### config.mk
export PLATFORM = sky130hd
export DESIGN_NAME = mem_ctrl
export DESIGN_NICKNAME = d
export VERILOG_FILES = /design/src/rtl/mem_ctrl_pkg.sv /design/src/rtl/mem_ctrl.sv
export SDC_FILE = /design/constraint.sdc
export NUM_CORES = 1
export LEC_CHECK = 0
export ABC_AREA = 1
export CAP_MARGIN = 10
export CORE_ASPECT_RATIO = 1.1
export CORE_UTILIZATION = 58
export CTS_CLUSTER_SIZE = 40
export DETAILED_ROUTE_END_ITERATION = 8
export DONT_BUFFER_PORTS = 1
export PLACE_DENSITY = 0.76
export SETUP_SLACK_MARGIN = 0.3
export SLEW_MARGIN = 25
export SYNTH_ARGS = -nofsm -noshare
export SYNTH_HDL_FRONTEND = slang
export SYNTH_SLANG_ARGS = --single-unit
### constraint.sdc
create_clock -name clk -period 2.34 [get_ports clk]
set_clock_uncertainty 0.05 [all_clocks]
set_input_delay 0.468 -clock clk [delete_from_list [all_inputs] [get_ports clk]]
set_output_delay 0.468 -clock clk [all_outputs]
set_load 0.02 [all_outputs]
### src/rtl/mem_ctrl_pkg.sv
// Shared definitions for mem_ctrl: FSM state encoding, access-length codes and the IO base default.
package mem_ctrl_pkg;

  typedef enum logic [2:0] {
    S_IDLE,
    S_ST,
    S_LD,
    S_IF,
    S_DONE
  } state_t;

  localparam logic [5:0]  LEN_B       = 6'd8;
  localparam logic [5:0]  LEN_H       = 6'd16;
  localparam logic [5:0]  LEN_W       = 6'd32;
  localparam logic [31:0] IO_BASE_DEF = 32'h0003_0000;

  // Unrecognised lengths fall back to a full word.
  function automatic logic [2:0] len_to_bytes(input logic [5:0] len);
    case (len)
      LEN_B:   return 3'd1;
      LEN_H:   return 3'd2;
      LEN_W:   return 3'd4;
      default: return 3'd4;
    endcase
  endfunction

endpackage

### src/rtl/mem_ctrl.sv
// Byte-serial controller arbitrating LSB loads/stores and instruction fetches onto the 8-bit RAM/IO bus.
// Optional `MEM_IO_STALL_EN: hold IO-region write bytes while the UART buffer reports full.
module mem_ctrl
  import mem_ctrl_pkg::*;
#(
  parameter logic [31:0] IO_BASE = IO_BASE_DEF,
  parameter int          ADDR_W  = 32
) (
  input  logic              clk,
  input  logic              rst,
  input  logic              rdy,
  input  logic              clear,
  input  logic              lsb_ld_req,
  input  logic              lsb_st_req,
  input  logic [5:0]        lsb_len,
  input  logic [31:0]       lsb_addr,
  input  logic [31:0]       lsb_wdata,
  output logic              lsb_done,
  output logic [31:0]       lsb_rdata,
  input  logic              if_req,
  input  logic [31:0]       if_addr,
  output logic              if_done,
  output logic [31:0]       if_inst,
  input  logic [7:0]        mem_din,
  output logic [7:0]        mem_dout,
  output logic [ADDR_W-1:0] mem_a,
  output logic              mem_wr,
  input  logic              io_buffer_full
);

  state_t              r_state;
  state_t              w_state_nxt;
  logic [2:0]          r_cnt;
  logic [2:0]          r_nbytes;
  logic [31:0]         r_buf;
  logic [ADDR_W-1:0]   r_mem_a;
  logic [7:0]          r_mem_dout;
  logic                r_mem_wr;
  logic                r_lsb_done;
  logic                r_if_done;
  logic [31:0]         r_lsb_rdata;
  logic [31:0]         r_if_inst;

  logic                w_acc_st;
  logic                w_acc_ld;
  logic                w_acc_if;
  logic                w_adv;
  logic                w_last;
  logic                w_stall;
  logic [1:0]          w_byte_idx;
  logic [31:0]         w_buf_ins;

`ifdef MEM_IO_STALL_EN
  assign w_stall = (r_state == S_ST) && (r_mem_a >= ADDR_W'(IO_BASE)) && io_buffer_full;
`else
  logic w_unused_io;
  assign w_unused_io = io_buffer_full;
  assign w_stall     = 1'b0;
`endif

  // Byte read during cycle k lands in slot k; it arrives while the counter already reads k+1.
  assign w_byte_idx = r_cnt[1:0] - 2'd1;

  always_comb begin
    w_state_nxt = r_state;
    w_acc_st    = 1'b0;
    w_acc_ld    = 1'b0;
    w_acc_if    = 1'b0;
    w_adv       = 1'b0;
    w_last      = 1'b0;
    w_buf_ins   = r_buf;
    w_buf_ins[{w_byte_idx, 3'b000} +: 8] = mem_din;
    case (r_state)
      S_IDLE: begin
        if (!clear) begin
          if (lsb_st_req) begin
            w_acc_st    = 1'b1;
            w_state_nxt = S_ST;
          end else if (lsb_ld_req) begin
            w_acc_ld    = 1'b1;
            w_state_nxt = S_LD;
          end else if (if_req) begin
            w_acc_if    = 1'b1;
            w_state_nxt = S_IF;
          end
        end
      end
      S_ST: begin
        if (!w_stall) begin
          w_adv = 1'b1;
          if (r_cnt == r_nbytes - 3'd1) begin
            w_last      = 1'b1;
            w_state_nxt = S_DONE;
          end
        end
      end
      S_LD, S_IF: begin
        if (clear) begin
          w_state_nxt = S_IDLE;
        end else begin
          w_adv = 1'b1;
          if (r_cnt == r_nbytes) begin
            w_last      = 1'b1;
            w_state_nxt = S_DONE;
          end
        end
      end
      default: w_state_nxt = S_IDLE;
    endcase
  end

  always_ff @(posedge clk) begin
    if (rst) begin
      r_state     <= S_IDLE;
      r_cnt       <= '0;
      r_nbytes    <= '0;
      r_buf       <= '0;
      r_mem_a     <= '0;
      r_mem_dout  <= '0;
      r_mem_wr    <= 1'b0;
      r_lsb_done  <= 1'b0;
      r_if_done   <= 1'b0;
      r_lsb_rdata <= '0;
      r_if_inst   <= '0;
    end else if (rdy) begin
      r_state    <= w_state_nxt;
      r_lsb_done <= 1'b0;
      r_if_done  <= 1'b0;
      if (w_acc_st) begin
        r_mem_a    <= ADDR_W'(lsb_addr);
        r_mem_dout <= lsb_wdata[7:0];
        r_buf      <= lsb_wdata >> 8;
        r_mem_wr   <= 1'b1;
        r_cnt      <= '0;
        r_nbytes   <= len_to_bytes(lsb_len);
      end else if (w_acc_ld || w_acc_if) begin
        r_mem_a  <= w_acc_ld ? ADDR_W'(lsb_addr) : ADDR_W'(if_addr);
        r_buf    <= '0;
        r_mem_wr <= 1'b0;
        r_cnt    <= '0;
        r_nbytes <= w_acc_ld ? len_to_bytes(lsb_len) : 3'd4;
      end else if (w_adv && r_state == S_ST) begin
        if (w_last) begin
          r_mem_wr   <= 1'b0;
          r_lsb_done <= 1'b1;
        end else begin
          r_mem_a    <= r_mem_a + ADDR_W'(1);
          r_mem_dout <= r_buf[7:0];
          r_buf      <= r_buf >> 8;
          r_cnt      <= r_cnt + 3'd1;
        end
      end else if (w_adv) begin
        r_mem_a <= r_mem_a + ADDR_W'(1);
        r_cnt   <= r_cnt + 3'd1;
        if (r_cnt != 3'd0) r_buf <= w_buf_ins;
        if (w_last && r_state == S_LD) begin
          r_lsb_rdata <= w_buf_ins;
          r_lsb_done  <= 1'b1;
        end else if (w_last) begin
          r_if_inst <= w_buf_ins;
          r_if_done <= 1'b1;
        end
      end
    end
  end

  assign mem_a     = r_mem_a;
  assign mem_dout  = r_mem_dout;
  assign mem_wr    = r_mem_wr & rdy & ~w_stall;
  assign lsb_done  = r_lsb_done;
  assign lsb_rdata = r_lsb_rdata;
  assign if_done   = r_if_done;
  assign if_inst   = r_if_inst;

endmodule

; After elaboration in Yosys (flattened, before gate mapping)
; Index checks and enable logic that the tools add are counted.
; Widths: inputs -> output; s select.
[totals]
output_inout_bits = 107
register_bits = 148
elab_cells = 124
[op_classes]
n_shift = 2
bitwise_logic = 5
addsub = 5
eq_ne = 14
n_mux = 67
reduce_logical = 20
[ops]
columns = op, count
row1 = $mux 32, 12
row2 = $mux 3, 15
row3 = $add 32x1->32 const B, 1
row4 = $bwmux 32, 1
row5 = $mux 8, 4
row6 = $shift 8x7->32 const A, 1
row7 = $shiftx 8x7->32, 1
row8 = $mux 1, 31
row9 = $pmux 3 s3, 1
row10 = $reduce_bool 3->1, 3
row11 = $ne 2x2->1 const B, 4
row12 = $ne 4x4->1 const B, 2
row13 = $reduce_and 4->1, 2
row14 = $reduce_bool 4->1, 2
row15 = $neg 5->7, 1
row16 = $reduce_and 7->1, 1
row17 = $eq 3x2->1 const B, 2
row18 = $eq 3x3->1, 2
row19 = $eq 6x4->1 const B, 1
row20 = $eq 6x5->1 const B, 1
row21 = $pmux 3 s2, 1
row22 = $reduce_and 3->1, 2
row23 = $reduce_and 6->1, 1
row24 = $reduce_and 5->1, 1
row25 = other kinds (14), 20

; Logic depth before layout (Yosys ltp)
; Gate-level depths: netlist of run 1.
[depth]
depth_word = 10
ltp_mapped = 14
depth_no_buf = 13

; Worst setup path after synthesis of run 1
; OpenSTA, ideal clock, no wires.
[synth_timing]
path_type = register -> register
start = reg r_cnt[0]
end = reg r_buf[10]
required_ns = 2.173
stages_incl_launch_ff = 12
arrival_time_ns = 2.079
setup_ns = 0.117
slack_ns = 0.094
n_path_buf = 2
path_cell_list = dfxtp_1 buf_2 clkinv_1 ha_1 clkbuf_1 nand3_1 o22ai_1 or2_2 nand4_1 nand2_1 nor2_1 nor2_1
[synth_between]
elab_chain_cells = 9
elab_cells_between_ends = 20
classes_between = add/sub: 2 / eq/ne: 3 / shift: 2 / mux: 10 / reduce/logical: 3
[synth_rtl]
columns = element, line_no
row1 = start: declaration, mem_ctrl.sv:33  ; logic [2:0] r_cnt;
row2 = start signal: assignment, mem_ctrl.sv:150  ; r_cnt <= r_cnt + 3'd1;
row3 = start signal: assignment, mem_ctrl.sv:154  ; r_cnt <= r_cnt + 3'd1;
row4 = $sub 2x1->2, mem_ctrl.sv:62  ; assign w_byte_idx = r_cnt[1:0] - 2'd1;
row5 = $neg 5->7, mem_ctrl.sv:72  ; w_buf_ins[{w_byte_idx, 3'b000} +: 8] = mem_din;
row6 = $shiftx 8x7->32 or $shift 8x7->32 (tied branches), mem_ctrl.sv:72
row7 = $bwmux 32, mem_ctrl.sv:72
row8 = $mux 32, mem_ctrl.sv:155  ; if (r_cnt != 3'd0) r_buf <= w_buf_ins;
row9 = $mux 32, mem_ctrl.sv:152  ; end else if (w_adv) begin
row10 = $mux 32, mem_ctrl.sv:142  ; end else if (w_adv && r_state == S_ST) begin
row11 = $mux 32, mem_ctrl.sv:136  ; end else if (w_acc_ld || w_acc_if) begin
row12 = $mux 32, mem_ctrl.sv:129  ; if (w_acc_st) begin
row13 = end signal: assignment, mem_ctrl.sv:132  ; r_buf <= lsb_wdata >> 8;
row14 = end signal: assignment, mem_ctrl.sv:149  ; r_buf <= r_buf >> 8;
row15 = end signal: assignment, mem_ctrl.sv:155
row16 = end: declaration, mem_ctrl.sv:35  ; logic [31:0] r_buf;
; Parallel ways exist; a longest one is shown, timed or not. The select of a mux whose other input is x is not followed.
; A chain may end at the register's enable or synchronous reset.

; Final worst setup path of run 1
[layout_timing]
start = reg r_cnt[0]
end = reg r_lsb_rdata[10], in the netlist lsb_rdata[10]
[layout_between]
elab_chain_cells = 6
elab_cells_between_ends = 13
classes_between = add/sub: 2 / eq/ne: 2 / shift: 2 / mux: 5 / reduce/logical: 2
[layout_rtl]
columns = element, line_no
row1 = "parallel branches: the longest is 6 deep, another holds $neg 5->7", --
row2 = end signal: assignment, mem_ctrl.sv:157  ; r_lsb_rdata <= w_buf_ins;
row3 = end: declaration, mem_ctrl.sv:41  ; logic [31:0] r_lsb_rdata;
; Parallel ways; which one is timed is not known.

==> impl_summary.md, run 1 <==
Worst setup path
The setup check on the worst reg-to-reg path leaves a slack of 0.19 ns. Along the worst path, the maximum fanout reaches 10. The slowest cell on the critical path is sky130_fd_sc_hd__o22ai_1. Data on the critical path is required at its endpoint by 2.65 ns.

The category of the worst setup path launch point is a register. The worst reg2reg path depth is 8. The startpoint of the lowest-slack register-to-register path is r_cnt[0]$_SDFFE_PP0P_. The data arrival time of the worst path is 2.46 ns. Walking the worst path, the cells encountered are clkinv_2, buf_4, ha_2, nand3_2, o22ai_1, buf_4, nand4_1, a21oi_1. The critical path in this run is classified as reg2reg. The cell that appears most often on the critical path is sky130_fd_sc_hd__buf_4. The kind of capture point of the worst setup path is a register. The largest single stage delay on the critical path is roughly 0.39 ns. The end of the worst register-to-register path is lsb_rdata[10]$_SDFFE_PP0P_.

Clock tree
The clock tree from TritonCTS is yes. In this run the number of H-tree levels came out at 4. The clock net sink count is 148.

The cell at the root of the clock tree is sky130_fd_sc_hd__clkbuf_16. After clock tree synthesis, the clock-pin slew on the worst setup and hold paths is 0.07 ns. The TritonCTS buffer count is 17. The maximum number of buffers from clock root to sink is 2. The worst-skew pair later-pin latency is around 0.44 ns. For this design, the CTS-stage hold fixing added 0 buffers.

GRT
Global routing used a little under two fifths of the available tracks across all layers. The via count of the first global-routing pass came to 8960. The initial antenna violation count was 0. The first global-routing pass estimated 46200 um of wire.

The total congestion overflow is 0. Entering global routing, the biggest net connects 83 pins.

Die
The effective utilization at floorplan is 59.1%. The die span in x is 120 um. Pin placement for this block handled 225 I/O pins. After floorplanning, the core was divided into 47 placement rows. The core area is 15000 sq um. The y dimension of the die is 132 um. The die covers 15800 sq um.

Drt
The routed length per placed instance is 18.3 um. After detailed routing, the total wire length is 31700 um. The number of vias in the routed layout is just over 10000.

The first-pass detailed-route iteration total is 8. The remaining antenna violation count is 0. In this run, the number of DRC markers left after iteration 0 of detailed routing was roughly 1000. Dividing the detail-routed via count by the number of cells gives 5.82. After detailed routing, the number of remaining DRC violations is 0.

Synthesis
In the synthesized netlist, the cells that appear most often are sky130_fd_sc_hd__nand2_1 (501), sky130_fd_sc_hd__nor2_1 (234), sky130_fd_sc_hd__dfxtp_1 (148). The most frequent cell after synthesis is sky130_fd_sc_hd__nand2_1. Summing the areas of all compound-gate instances in the mapped netlist gives 13.8% of the synthesized area. After synthesis, the mean cell area works out to 5.90 sq um. The post-synthesis instance area is 8870 sq um. Sorting the synthesized cells by area gives the leading types as sky130_fd_sc_hd__dfxtp_1 (33%), sky130_fd_sc_hd__nand2_1 (21%), sky130_fd_sc_hd__nor2_1 (9.9%). The parity-gate share of the synthesized area counting xor and xnor cells is 0.790%. The cell count after synthesis is 1502. The synthesized design devotes to its leading area cell type 33.4% of total area. The Yosys step of the flow raised 0 warnings. The primary flip-flop cell chosen by synthesis mapping is sky130_fd_sc_hd__dfxtp_1. When the netlist entered floorplanning its net count stood at approximately 1600. After synthesis, the largest family of logic cells by area is simple AND/OR/NAND/NOR gates. The sequential cell area fraction in the yosys report is 33.4%. The cell type contributing the most total cell area after synthesis is sky130_fd_sc_hd__dfxtp_1. The simple-gate share of the synthesized area is 41.1%. The adder-cell area share of the yosys netlist is 1.13%. The share of cell area taken by muxes after synthesis is 0%. Yosys mapped the design onto 36 distinct sky130hd cell types. In this run, synthesis produced a sequential element count of 148. The share of flip-flops with an asynchronous set or reset is 0%. The number of synthesized flops with an enable pin is 0.

Cells and area
The final cell utilization of the core is 70.4%. Summing all flip-flop and latch instances after layout gives 2970 sq um. The signed area change from the synthesized netlist to the final layout is 19.0%. The final net count is around 1700. Of the cells placed in the final design, the portion with a size suffix greater than 1 is between 10% and 20%.

The layout has 1321 filler cells. The area used by multi-input combinational logic is 5340 sq um. The repair_antennas step left the layout with diodes totalling 0.

Timing
Final hold analysis gives a worst-case slack of 0.0522 ns. The max-slew violation count was 0. The part of the cycle the worst path needs is 91.9%. The worst setup margin is around 0.19 ns.

The normalized max-slew margin is 62.7%. At the pin with the least slew margin, the transition time is about 0.56 ns. The maximum clock frequency is 465 MHz. For the finished layout, the period the worst path requires is 2.15 ns. Setup repair after global routing could not meet its margin everywhere.

Setup violations remaining at the end of the flow were counted as 0. The final hold violation count is 0. In the final timing run, aggregate negative setup slack is 0 ns.

Placement
Prior to clock tree synthesis, the placed netlist has a worst setup slack of 0.249 ns. The post-detailed-placement half-perimeter wirelength is between 20000 and 25000 um. The number of buffers inserted by port buffering is 0. The routability congestion estimate from global placement is 1.01.

Run
Across the run, the number of max-cap violations was 0.

Min path
The worst-case hold path end point is r_state[1]$_SDFFE_PP0P_. The start point of the worst hold path is rst. The min-delay analysis places its worst path in the category in2reg. The number of stages on the worst hold path is 1.

Status
The flow ran to the end, and the final reports show no timing, DRC or antenna violations.

Pwr
The reported leakage power is 4.67 nW. VDD sags by at most ~530 uV. The power per standard cell area is 749 nW/um^2.
-- layout by cell type (no fill, tap or decap), types with 2 or more instances in the layout --
master | synthesis | layout
sky130_fd_sc_hd__nand4_1 | 45 | 45
sky130_fd_sc_hd__inv_6 | 0 | 7
sky130_fd_sc_hd__clkbuf_16 | 0 | 23
sky130_fd_sc_hd__xnor2_1 | 6 | 5
sky130_fd_sc_hd__inv_4 | 0 | 2
sky130_fd_sc_hd__buf_4 | 1 | 62
sky130_fd_sc_hd__inv_1 | 131 | 127
sky130_fd_sc_hd__xor2_1 | 2 | 2
sky130_fd_sc_hd__clkinv_4 | 0 | 2
sky130_fd_sc_hd__dfxtp_1 | 148 | 141
sky130_fd_sc_hd__inv_8 | 0 | 3
sky130_fd_sc_hd__dfxtp_2 | 0 | 7
sky130_fd_sc_hd__nor2_2 | 3 | 16
sky130_fd_sc_hd__nand3b_1 | 2 | 2
sky130_fd_sc_hd__ha_2 | 0 | 3
sky130_fd_sc_hd__nand3_2 | 1 | 2
sky130_fd_sc_hd__buf_6 | 2 | 5
sky130_fd_sc_hd__o21ai_1 | 1 | 2
sky130_fd_sc_hd__nor2_4 | 2 | 4
sky130_fd_sc_hd__o22ai_1 | 17 | 7
sky130_fd_sc_hd__nand2_2 | 3 | 11
sky130_fd_sc_hd__a21oi_1 | 114 | 113
sky130_fd_sc_hd__inv_2 | 8 | 8
sky130_fd_sc_hd__ha_1 | 8 | 4
sky130_fd_sc_hd__o211ai_1 | 5 | 5
sky130_fd_sc_hd__o22ai_4 | 0 | 7
sky130_fd_sc_hd__o22ai_2 | 0 | 3
sky130_fd_sc_hd__nand2_4 | 0 | 8
sky130_fd_sc_hd__nand3_1 | 75 | 73
sky130_fd_sc_hd__nor2_1 | 234 | 219
sky130_fd_sc_hd__a31oi_1 | 2 | 2
sky130_fd_sc_hd__clkinv_2 | 0 | 2
sky130_fd_sc_hd__nand2_1 | 501 | 485
sky130_fd_sc_hd__a211oi_1 | 2 | 2
sky130_fd_sc_hd__o21bai_1 | 3 | 3
sky130_fd_sc_hd__buf_12 | 0 | 8
sky130_fd_sc_hd__or2_2 | 16 | 16
sky130_fd_sc_hd__o21ai_0 | 90 | 88
sky130_fd_sc_hd__clkinvlp_4 | 0 | 3
-- state kept, by name (all words and copies together) (netlist names), 3 cells and up --
name,cells
r_nbytes,3
mem_dout,8
r_state,3
lsb_rdata,32
if_inst,32
r_buf,32
mem_a,32
r_cnt,3
-- critical path, delay by kind of cell, from the launching register on --
kind                     cells  cell delay, ns
AND/OR/NAND/NOR              2            0.36
buffers and inverters        3            0.42
AO/OA/AOI/OAI                2            0.57
adder cells (fa/ha/maj)      1            0.36
flip-flops                   1            0.33
-- cells by family after synthesis --
| logic type | Yosys count |
|---|---|
| buffers and inverters | 217 |
| AOI/OAI and AO/OA | 234 |
| xor gates and xnor gates | 8 |
| and+or+nand+nor | 887 |
| adders and majority gates | 8 |
| DFF | 148 |
-- power breakdown --
group	total [mW]	switching, mW	internal (mW)
Sequential	2.92	0.226	2.70
Clock	2.70	1.25	1.44
Combinational	2.29	1.46	0.835
Total	7.91	2.94	4.97
-- area by class of cell --
cell class	count	area share, %
clock buffers	18	4.16
clock inverters	14	1.27
inverters	141	5.18
multi-input cells	1137	50.6
flip-flops and latches	148	28.2
well taps	196	2.32
repair buffers	83	8.29
-- metrics by stage --
step / total power, mW / cell area, sq um / instances
floorplan: 4.25 / 8880 / 1502
global placement: 4.86 / 9340 / 1685
detailed placement: 4.89 / 9340 / 1685
CTS: 7.56 / 9980 / 1721
global route: 8.24 / 10600 / 1737
finish: 7.91 / 10600 / 1737
-- what timing repair did --
| action | CTS | global route |
|---|---|---|
| pin swaps | 2 | 14 |
| cloned | 1 | 8 |
| setup endpoints to repair | 64 | 140 |
| setup buffers | 3 | 8 |
| resized for setup | 7 | 83 |
-- worst max path at each step --
stage | start | endpoint | cells after the start
finish | r_cnt[0]$_SDFFE_PP0P_ | lsb_rdata[10]$_SDFFE_PP0P_ | 8
global route | r_cnt[0]$_SDFFE_PP0P_ | lsb_rdata[10]$_SDFFE_PP0P_ | 8
CTS | r_cnt[0]$_SDFFE_PP0P_ | r_buf[11]$_SDFFE_PP0P_ | 10
detailed placement | r_nbytes[0]$_SDFFE_PP0P_ | r_buf[24]$_SDFFE_PP0P_ | 11
global placement | r_cnt[0]$_SDFFE_PP0P_ | r_buf[11]$_SDFFE_PP0P_ | 10
floorplan | r_cnt[0]$_SDFFE_PP0P_ | r_buf[18]$_SDFFE_PP0P_ | 11
-- per-layer routing --
layer,vias to the layer above,track usage [%],part of all wire (%)
li1,4842,-,-
met1,4561,42.0,36
met4,0,26.5,7.3
met5,-,0,0
met2,574,61.0,46
met3,131,10.5,10
(Power assumes the default switching activity.)
==> inputs of run 2 (changes only) <==
--- a/config.mk
+++ b/config.mk
@@ -8,12 +8,14 @@
 export ABC_AREA = 1
 export CAP_MARGIN = 10
 export CORE_ASPECT_RATIO = 1.1
+export CORE_MARGIN = 5
 export CORE_UTILIZATION = 58
 export CTS_CLUSTER_SIZE = 40
 export DETAILED_ROUTE_END_ITERATION = 8
 export DONT_BUFFER_PORTS = 1
 export PLACE_DENSITY = 0.76
 export SETUP_SLACK_MARGIN = 0.3
+export SKIP_CTS_REPAIR_TIMING = 1
 export SLEW_MARGIN = 25
 export SYNTH_ARGS = -nofsm -noshare
 export SYNTH_HDL_FRONTEND = slang
==> run 2 against run 1 <==
  * Register-to-register slack gained 0.06 ns
  * Global-route usage shrank 4.0 points
  * Final area shrank 0.83%
  * First-iteration DRC count shrank 5.7%
  * Count of clock-buffer cells in the layout is the same
  * Routed wire length grew 0.97%
  * Power is essentially flat
  * Clock power grew 4%
  * Sequential share of layout area grew 0.27 points
  * Worst setup slack gained 0.059 ns
  * Critical endpoint is now if_inst[16]$_SDFFE_PP0P_
  * Largest cell class unchanged
  * Highest routed layer unchanged
==> impl_summary.md, run 2 (synthesized netlist as in run 1, its figures left out) <==
Cells and area
The post-route netlist has between 10 and 15% of its cells at a drive strength greater than 1. In the layout the commonest cells are sky130_fd_sc_hd__nand2_1 (493), sky130_fd_sc_hd__nor2_1 (216), sky130_fd_sc_hd__dfxtp_1 (140), sky130_fd_sc_hd__inv_1 (128), sky130_fd_sc_hd__a21oi_1 (112). For this run, the post-layout net count is 1656. Counting the fill cells in the layout gives 1376. After routing the design area is 10500 sq um. The leading cell type in the layout, fill and taps excluded is sky130_fd_sc_hd__nand2_1. Summing all multi-input logic gate instances after layout gives 5280 sq um. Registers take 2980 sq um.

The final antenna diode count is 0. Compared with the post-synthesis result, the final layout area differs by 18.0%.

Worst setup path
The number of buffers and inverters on the critical path is 3. The largest individual stage delay along the critical path comes from the cell sky130_fd_sc_hd__dfxtp_2. The data arrival time of the worst path is between 2 and 2.5 ns.

The kind of cell with the highest combined delay along the critical path is simple AND/OR/NAND/NOR gates. The required time at the worst-slack endpoint is 2.65 ns. The worst setup path is captured at a register.

STA classifies the critical path startpoint as a register. Traced cell by cell, the critical path runs through inv_1, ha_4, xnor2_1, nor2_2, nand3_4, nand2_4, nand3b_1, buf_6, clkbuf_16, nand2_1, nand2_1, nor2_1. In this design, the stage delay of the slowest critical-path cell is 0.32 ns.

Among the stages of the critical path, the cell type that occurs most often is sky130_fd_sc_hd__nand2_1. By startpoint and endpoint, the worst setup path is classified as reg2reg. The biggest fanout along the worst timing path is 16.

Min path
The worst hold path belongs to the class in2reg.

Clock tree
The clock net sink count is around 150. The H-tree was split into 4 levels. The clock transition time at the flip-flop clock pins of the worst setup and hold paths is ~0.07 ns. TritonCTS built the clock tree. The TritonCTS buffer count is 17. Clock latency on the worst-skew pair, taken at its later pin, is 0.43 ns.

No sink is reached through more buffers than the 2 on the longest clock path. The cell at the root of the clock tree is sky130_fd_sc_hd__clkbuf_16.

Die
During I/O placement, the number of pins put on the boundary was 225. The die span in x is between 100 and 150 um. The floorplan has 47 rows.

Once the floorplan was initialized, standard cells occupied 58.9% of the core. The die area is 17900 sq um. The core area is approximately 15000 sq um.

The floorplan step set the die height to 140 um.

Drt
The routed length per placed instance is between 15 and 20 um. The detailed router finished its first iteration with 950 violations. The first-pass detailed-route iteration total is 6. The via count normalized by instance count is about 5.7.

The number of vias in the routed layout is 9953. The total wire length after detailed routing is 32100 um. The detail route stage leaves a number of antenna-violating nets equal to 0. The remaining design rule violation count is 0.

Placement
Routability-driven placement finished with a final weighted congestion of 0.964. Input and output buffers added on the ports amount to 0. In this run the cell area measured after placement is 9370 sq um. Detailed placement finished with a half-perimeter wire length of roughly 22000 um.

Run
Across the run, the number of max-cap violations was 0.

Timing
The worst hold slack after final layout is 0.0594 ns. The part of the cycle the worst path needs is 89.4%. Static timing analysis puts the maximum clock frequency at 478 MHz. The max-slew violation count is 0. Setup violations remaining at the end of the flow were counted as 0. Setup repair after global routing could not meet its margin everywhere. The sum of negative setup slack is 0 ns. The final hold violation count is 0. The normalized max-slew margin is 68.2%.

For the finished layout, the period the worst path requires is 2.09 ns. The actual slew at the worst max-slew pin is 0.477 ns.

GRT
The first global-routing pass estimated between 40000 and 50000 um of wire. The initial antenna violation count is 0. Entering global routing, the biggest net connects 83 pins. The via count of the first global-routing pass is 9062. The total congestion overflow is 0. Global routing consumed, over all layers together, 33.5% of the routing resources.

Pwr
For this design the ratio of total power to cell area is between 700 and 800 nW/um^2. In this run the static leakage power is 4.67 nW. The largest vdd supply drop is 507 uV.

Status
The run finished with clean final reports.
-- run 2: cell count changes in the layout (fill, tap and decap cells not counted), moves of 2 or more --
cell,change
sky130_fd_sc_hd__clkbuf_16,-2
sky130_fd_sc_hd__o21ai_1,+2
sky130_fd_sc_hd__o22ai_4,-7
sky130_fd_sc_hd__nand2_4,-6
sky130_fd_sc_hd__o22ai_2,+10
sky130_fd_sc_hd__o21ai_0,-2
sky130_fd_sc_hd__nand2_1,+8
sky130_fd_sc_hd__o22ai_1,-3
sky130_fd_sc_hd__buf_4,+5
sky130_fd_sc_hd__nand2_2,-2
sky130_fd_sc_hd__nor2_1,-3
sky130_fd_sc_hd__nor2_2,+2
-- run 2: area by class of cell --
type / instances / share of cell area, %
multi-input combinational: 1137 / 50.5
sequential: 148 / 28.4
timing repair buffer: 85 / 7.89
inverter: 141 / 5.19
clock buffer: 18 / 4.20
tap: 196 / 2.34
clock inverter: 14 / 1.51
-- run 2: through the flow --
stage                     worst slack, ns  instances  utilization [%]  total power [mW]
after floorplan                     0.304       1502                -              4.25
after global placement              0.152       1690             62.2              4.90
after detailed placement            0.131       1690             62.2              4.92
after CTS                           0.117       1722             66.2              7.70
after global routing                0.177       1739             69.5              8.28
final                               0.248       1739             69.5              7.91
-- run 2: where the power goes --
part / internal [mW] / switching (mW)
Clock: 1.55 / 1.25
Combinational: 0.790 / 1.39
Sequential: 2.70 / 0.230
-- run 2: worst register-to-register path, stage by stage (launching register included) --
cell and delay [ns]:
sky130_fd_sc_hd__dfxtp_2 0.32, sky130_fd_sc_hd__inv_1 0.10, sky130_fd_sc_hd__ha_4 0.21, sky130_fd_sc_hd__xnor2_1 0.13, sky130_fd_sc_hd__nor2_2 0.19, sky130_fd_sc_hd__nand3_4 0.13, sky130_fd_sc_hd__nand2_4 0.14, sky130_fd_sc_hd__nand3b_1 0.16
sky130_fd_sc_hd__buf_6 0.20, sky130_fd_sc_hd__clkbuf_16 0.19, sky130_fd_sc_hd__nand2_1 0.06, sky130_fd_sc_hd__nand2_1 0.04, sky130_fd_sc_hd__nor2_1 0.10
-- run 2: path summary, 6_finish.rpt --
path | start | cells past startpoint | endpoint | slack (ns)
max reg2reg | r_nbytes[1]$_SDFFE_PP0P_ | 12 | if_inst[16]$_SDFFE_PP0P_ | 0.25
min | rst | 1 | mem_a[5]$_SDFFE_PP0P_ | 0.06
min reg2reg | r_mem_wr$_SDFFE_PP0P_ | 2 | r_mem_wr$_SDFFE_PP0P_ | 0.42
max | r_nbytes[1]$_SDFFE_PP0P_ | 12 | if_inst[16]$_SDFFE_PP0P_ | 0.25
-- run 2: metal layers --
layer  vias to the layer above  wire length, um  track usage, %  share of wire (%)
met2                       530            14900            53.1                 46
li1                       4845                -               -                  -
met3                       110             3360            9.74                 10
met1                      4468            11600            39.1                 36
met4                         0             2240            22.1                7.0
met5                         -                0               0                  0
==> inputs of run 3 (changes only) <==
--- a/config.mk
+++ b/config.mk
@@ -13,6 +13,7 @@
 export CTS_CLUSTER_SIZE = 40
 export DETAILED_ROUTE_END_ITERATION = 8
 export DONT_BUFFER_PORTS = 1
+export GPL_TIMING_DRIVEN = 0
 export PLACE_DENSITY = 0.76
 export SETUP_SLACK_MARGIN = 0.3
 export SKIP_CTS_REPAIR_TIMING = 1
==> run 3 against run 2 <==
  * Final cell count is 2.2% higher
  * First-iteration DRC count is 33% higher
  * Highest routed layer unchanged
  * Final area is 5.2% higher
  * Die area stayed put
  * Worst hold slack better by 0.10 ns
  * Critical path type unchanged
  * Sequential share of layout area is 1.2 points lower
  * Largest power group unchanged
  * Via count is 6.2% higher
  * Critical path depth is 3 lower
  * Power is 6.8% higher
  * Clock power is 3% higher
  * Register-to-register slack worse by 0.03 ns
  * Count of clock-buffer cells in the layout is 1 lower
==> impl_summary.md, run 3 (synthesized netlist as in run 1, its figures left out) <==
Worst setup path
The required time at the worst-slack endpoint is around 2.6 ns. The category of the worst setup path launch point is a register. The worst reg2reg path depth is 9. The largest single stage delay on the critical path is about 0.40 ns. The endpoint of the most critical setup path is if_inst[6]$_SDFFE_PP0P_. The end of the worst register-to-register path is if_inst[6]$_SDFFE_PP0P_.

The biggest fanout along the worst timing path is 10. The type of the worst setup path is reg2reg. In this run the worst setup path begins at r_state[1]$_SDFFE_PP0P_. The kind of capture point of the worst setup path is a register. The worst register-to-register path begins at r_state[1]$_SDFFE_PP0P_. The setup slack on the worst flop-to-flop path is 0.22 ns. The slowest cell on the critical path is sky130_fd_sc_hd__dfxtp_2. The data arrival time of the worst path is 2.41 ns.

The critical path goes through inv_2, nand4_4, inv_2, nor3_4, nand3b_1, buf_6, buf_6, nor2_1, nor2_2.

Drt
The detail route stage leaves a number of antenna-violating nets equal to 0. After detailed routing, the average wire length per cell comes to roughly 21 um. For this block, the initial DRC count from the detailed router was between 1000 and 1500. The first-pass detailed-route iteration total is 6. Summed over all layers, the routed wires come to roughly 37000 um. The remaining design rule violation count is 0.

The detailed router placed 10600 vias in this run. The via count normalized by instance count is 5.95.

Cells and area
The number of fill cells in the layout is 1296. The final net count is 1694. 0 antenna diodes ended up in the layout.

Compared with the post-synthesis result, the final layout area differs by 24.2%. The library cell used most frequently in the layout, excluding fill and tap cells, is sky130_fd_sc_hd__nand2_1. Of the cells placed in the final design, the portion with a size suffix greater than 1 is 17.3%.

The area taken by flip-flops and latches is 3000 sq um. The area used by multi-input combinational logic is between 5000 and 6000 sq um. In the layout the commonest cells are sky130_fd_sc_hd__nand2_1 (488), sky130_fd_sc_hd__nor2_1 (205), sky130_fd_sc_hd__dfxtp_1 (128), sky130_fd_sc_hd__inv_1 (125), sky130_fd_sc_hd__a21oi_1 (113). For this run, the share of the core covered by cells in the final layout is 73.2%. Once layout is complete, the cells apart from fillers number between 1500 and 2000.

Die
The floorplan has 47 rows. For this design the top-level I/O count stands at between 200 and 250. The die area is 17900 sq um. The core region is 15100 sq um. Once the floorplan was initialized, standard cells occupied roughly 59% of the core. The y dimension of the die is 140 um.

The die is 128 um wide.

Placement
At the placement stage, the worst setup path has a slack of -0.545 ns. The number of buffers inserted by port buffering is 0. The post-detailed-placement half-perimeter wirelength is 26700 um. The routability congestion estimate from global placement is 1.03.

After detailed placement, the design holds a cell count of 1698.

GRT
Global routing finished with a remaining overflow of 0. Global routing used 38.0% of the available tracks. The first global-routing pass estimated 52200 um of wire.

The via count of the first global-routing pass is 9313. The pin count of the biggest net entering global routing is 20. The initial antenna violation count was 0.

Clock tree
No sink is reached through more buffers than the 2 on the longest clock path. The cell at the root of the clock tree is sky130_fd_sc_hd__clkbuf_16. Clock latency on the worst-skew pair, taken at its later pin, is 0.44 ns. The maximum level of the CTS H-tree is 4. The TritonCTS buffer count is 17. The clock net sink count is between 100 and 150. The clock tree from TritonCTS is yes. After clock tree synthesis, the clock-pin slew on the worst setup and hold paths is roughly 0.070 ns.

Timing
Setup repair after global routing could not meet its margin everywhere. At the pin with the least slew margin, the transition time is 0.882 ns. In the finished design, the share of the clock period the worst path needs comes to about nine tenths. Derived from the worst setup path, the maximum achievable clock frequency is 472 MHz. The worst setup margin is 0.219 ns. Setup violations remaining at the end of the flow were counted as 0. The max-slew violation count is 0.

The post-layout minimum cycle time is 2.12 ns. In this run the tightest slew margin relative to its limit is around two fifths. The final hold violation count is 0.

Status
The run finished with clean final reports.

Min path
The kind of path behind the tightest hold check is in2reg.

Pwr
In this run the power density over the cells is roughly 770 nW/um^2. For this design the static power due to leakage is 4.77 nW. Across the VDD grid, the largest voltage drop is 520 uV.

Run
The number of maximum-capacitance violations is 0.
==> run 3: cell count changes in the layout (fill, tap and decap cells not counted), sizes merged <==
cell,previous run,this run
nor2,239,240
clkinv,4,8
buf,81,78
clkbuf,22,61
bufinv,1,0
inv,148,146
==> run 3: worst max-delay path, delay by kind of cell (launching register included) <==
| family | cells | cell delay, ns |
|---|---|---|
| and+or+nand+nor | 5 | 0.97 |
| buffers and inverters | 4 | 0.59 |
| DFF | 1 | 0.40 |
==> run 3: report_power, final <==
part / internal, mW / total, mW / leakage [nW] / switching, mW
Clock: 1.47 / 2.88 / 0.302 / 1.42
Sequential: 2.70 / 3.02 / 1.21 / 0.317
Combinational: 0.903 / 2.55 / 3.26 / 1.65
Total: 5.07 / 8.45 / 4.77 / 3.38
==> run 3: worst min path at each step <==
stage	start	to	slack (ns)	cells after the start
4_1_cts	if_addr[0]	mem_a[0]$_SDFFE_PP0P_	0.16	2
2_1_floorplan	r_mem_wr$_SDFFE_PP0P_	r_mem_wr$_SDFFE_PP0P_	0.39	2
5_1_grt	if_addr[1]	mem_a[1]$_SDFFE_PP0P_	0.18	2
3_3_place_gp	r_mem_wr$_SDFFE_PP0P_	r_mem_wr$_SDFFE_PP0P_	0.40	2
3_5_place_dp	r_mem_wr$_SDFFE_PP0P_	r_mem_wr$_SDFFE_PP0P_	0.41	2
6_report	if_addr[0]	mem_a[0]$_SDFFE_PP0P_	0.16	2
==> run 3: cell type report <==
cell class | count | share of cell area, %
timing repair buffer | 46 | 3.76
inverter | 141 | 5.01
multi-input combinational | 1138 | 51.2
sequential | 148 | 27.2
clock inverter | 15 | 1.83
clock buffer | 17 | 3.86
buffer | 76 | 4.90
tap | 196 | 2.23
==> run 3: stage by stage <==
stage               total power, mW  area (sq um)  setup TNS, ns  hold WS, ns
floorplan                      4.25          8880              0        0.389
global route                   8.74         11000              0        0.181
CTS                            7.70          9750         -22.88        0.159
finish                         8.45         11000              0        0.162
detailed placement             4.88          9120         -23.06        0.407
global placement               4.86          9120         -20.95        0.400
==> run 3: routing by layer <==
metal	global-route usage, %	share of wire (%)
met1	42.5	35
met2	60.0	46
met3	11.3	11
met4	29.8	8.2
met5	0	0
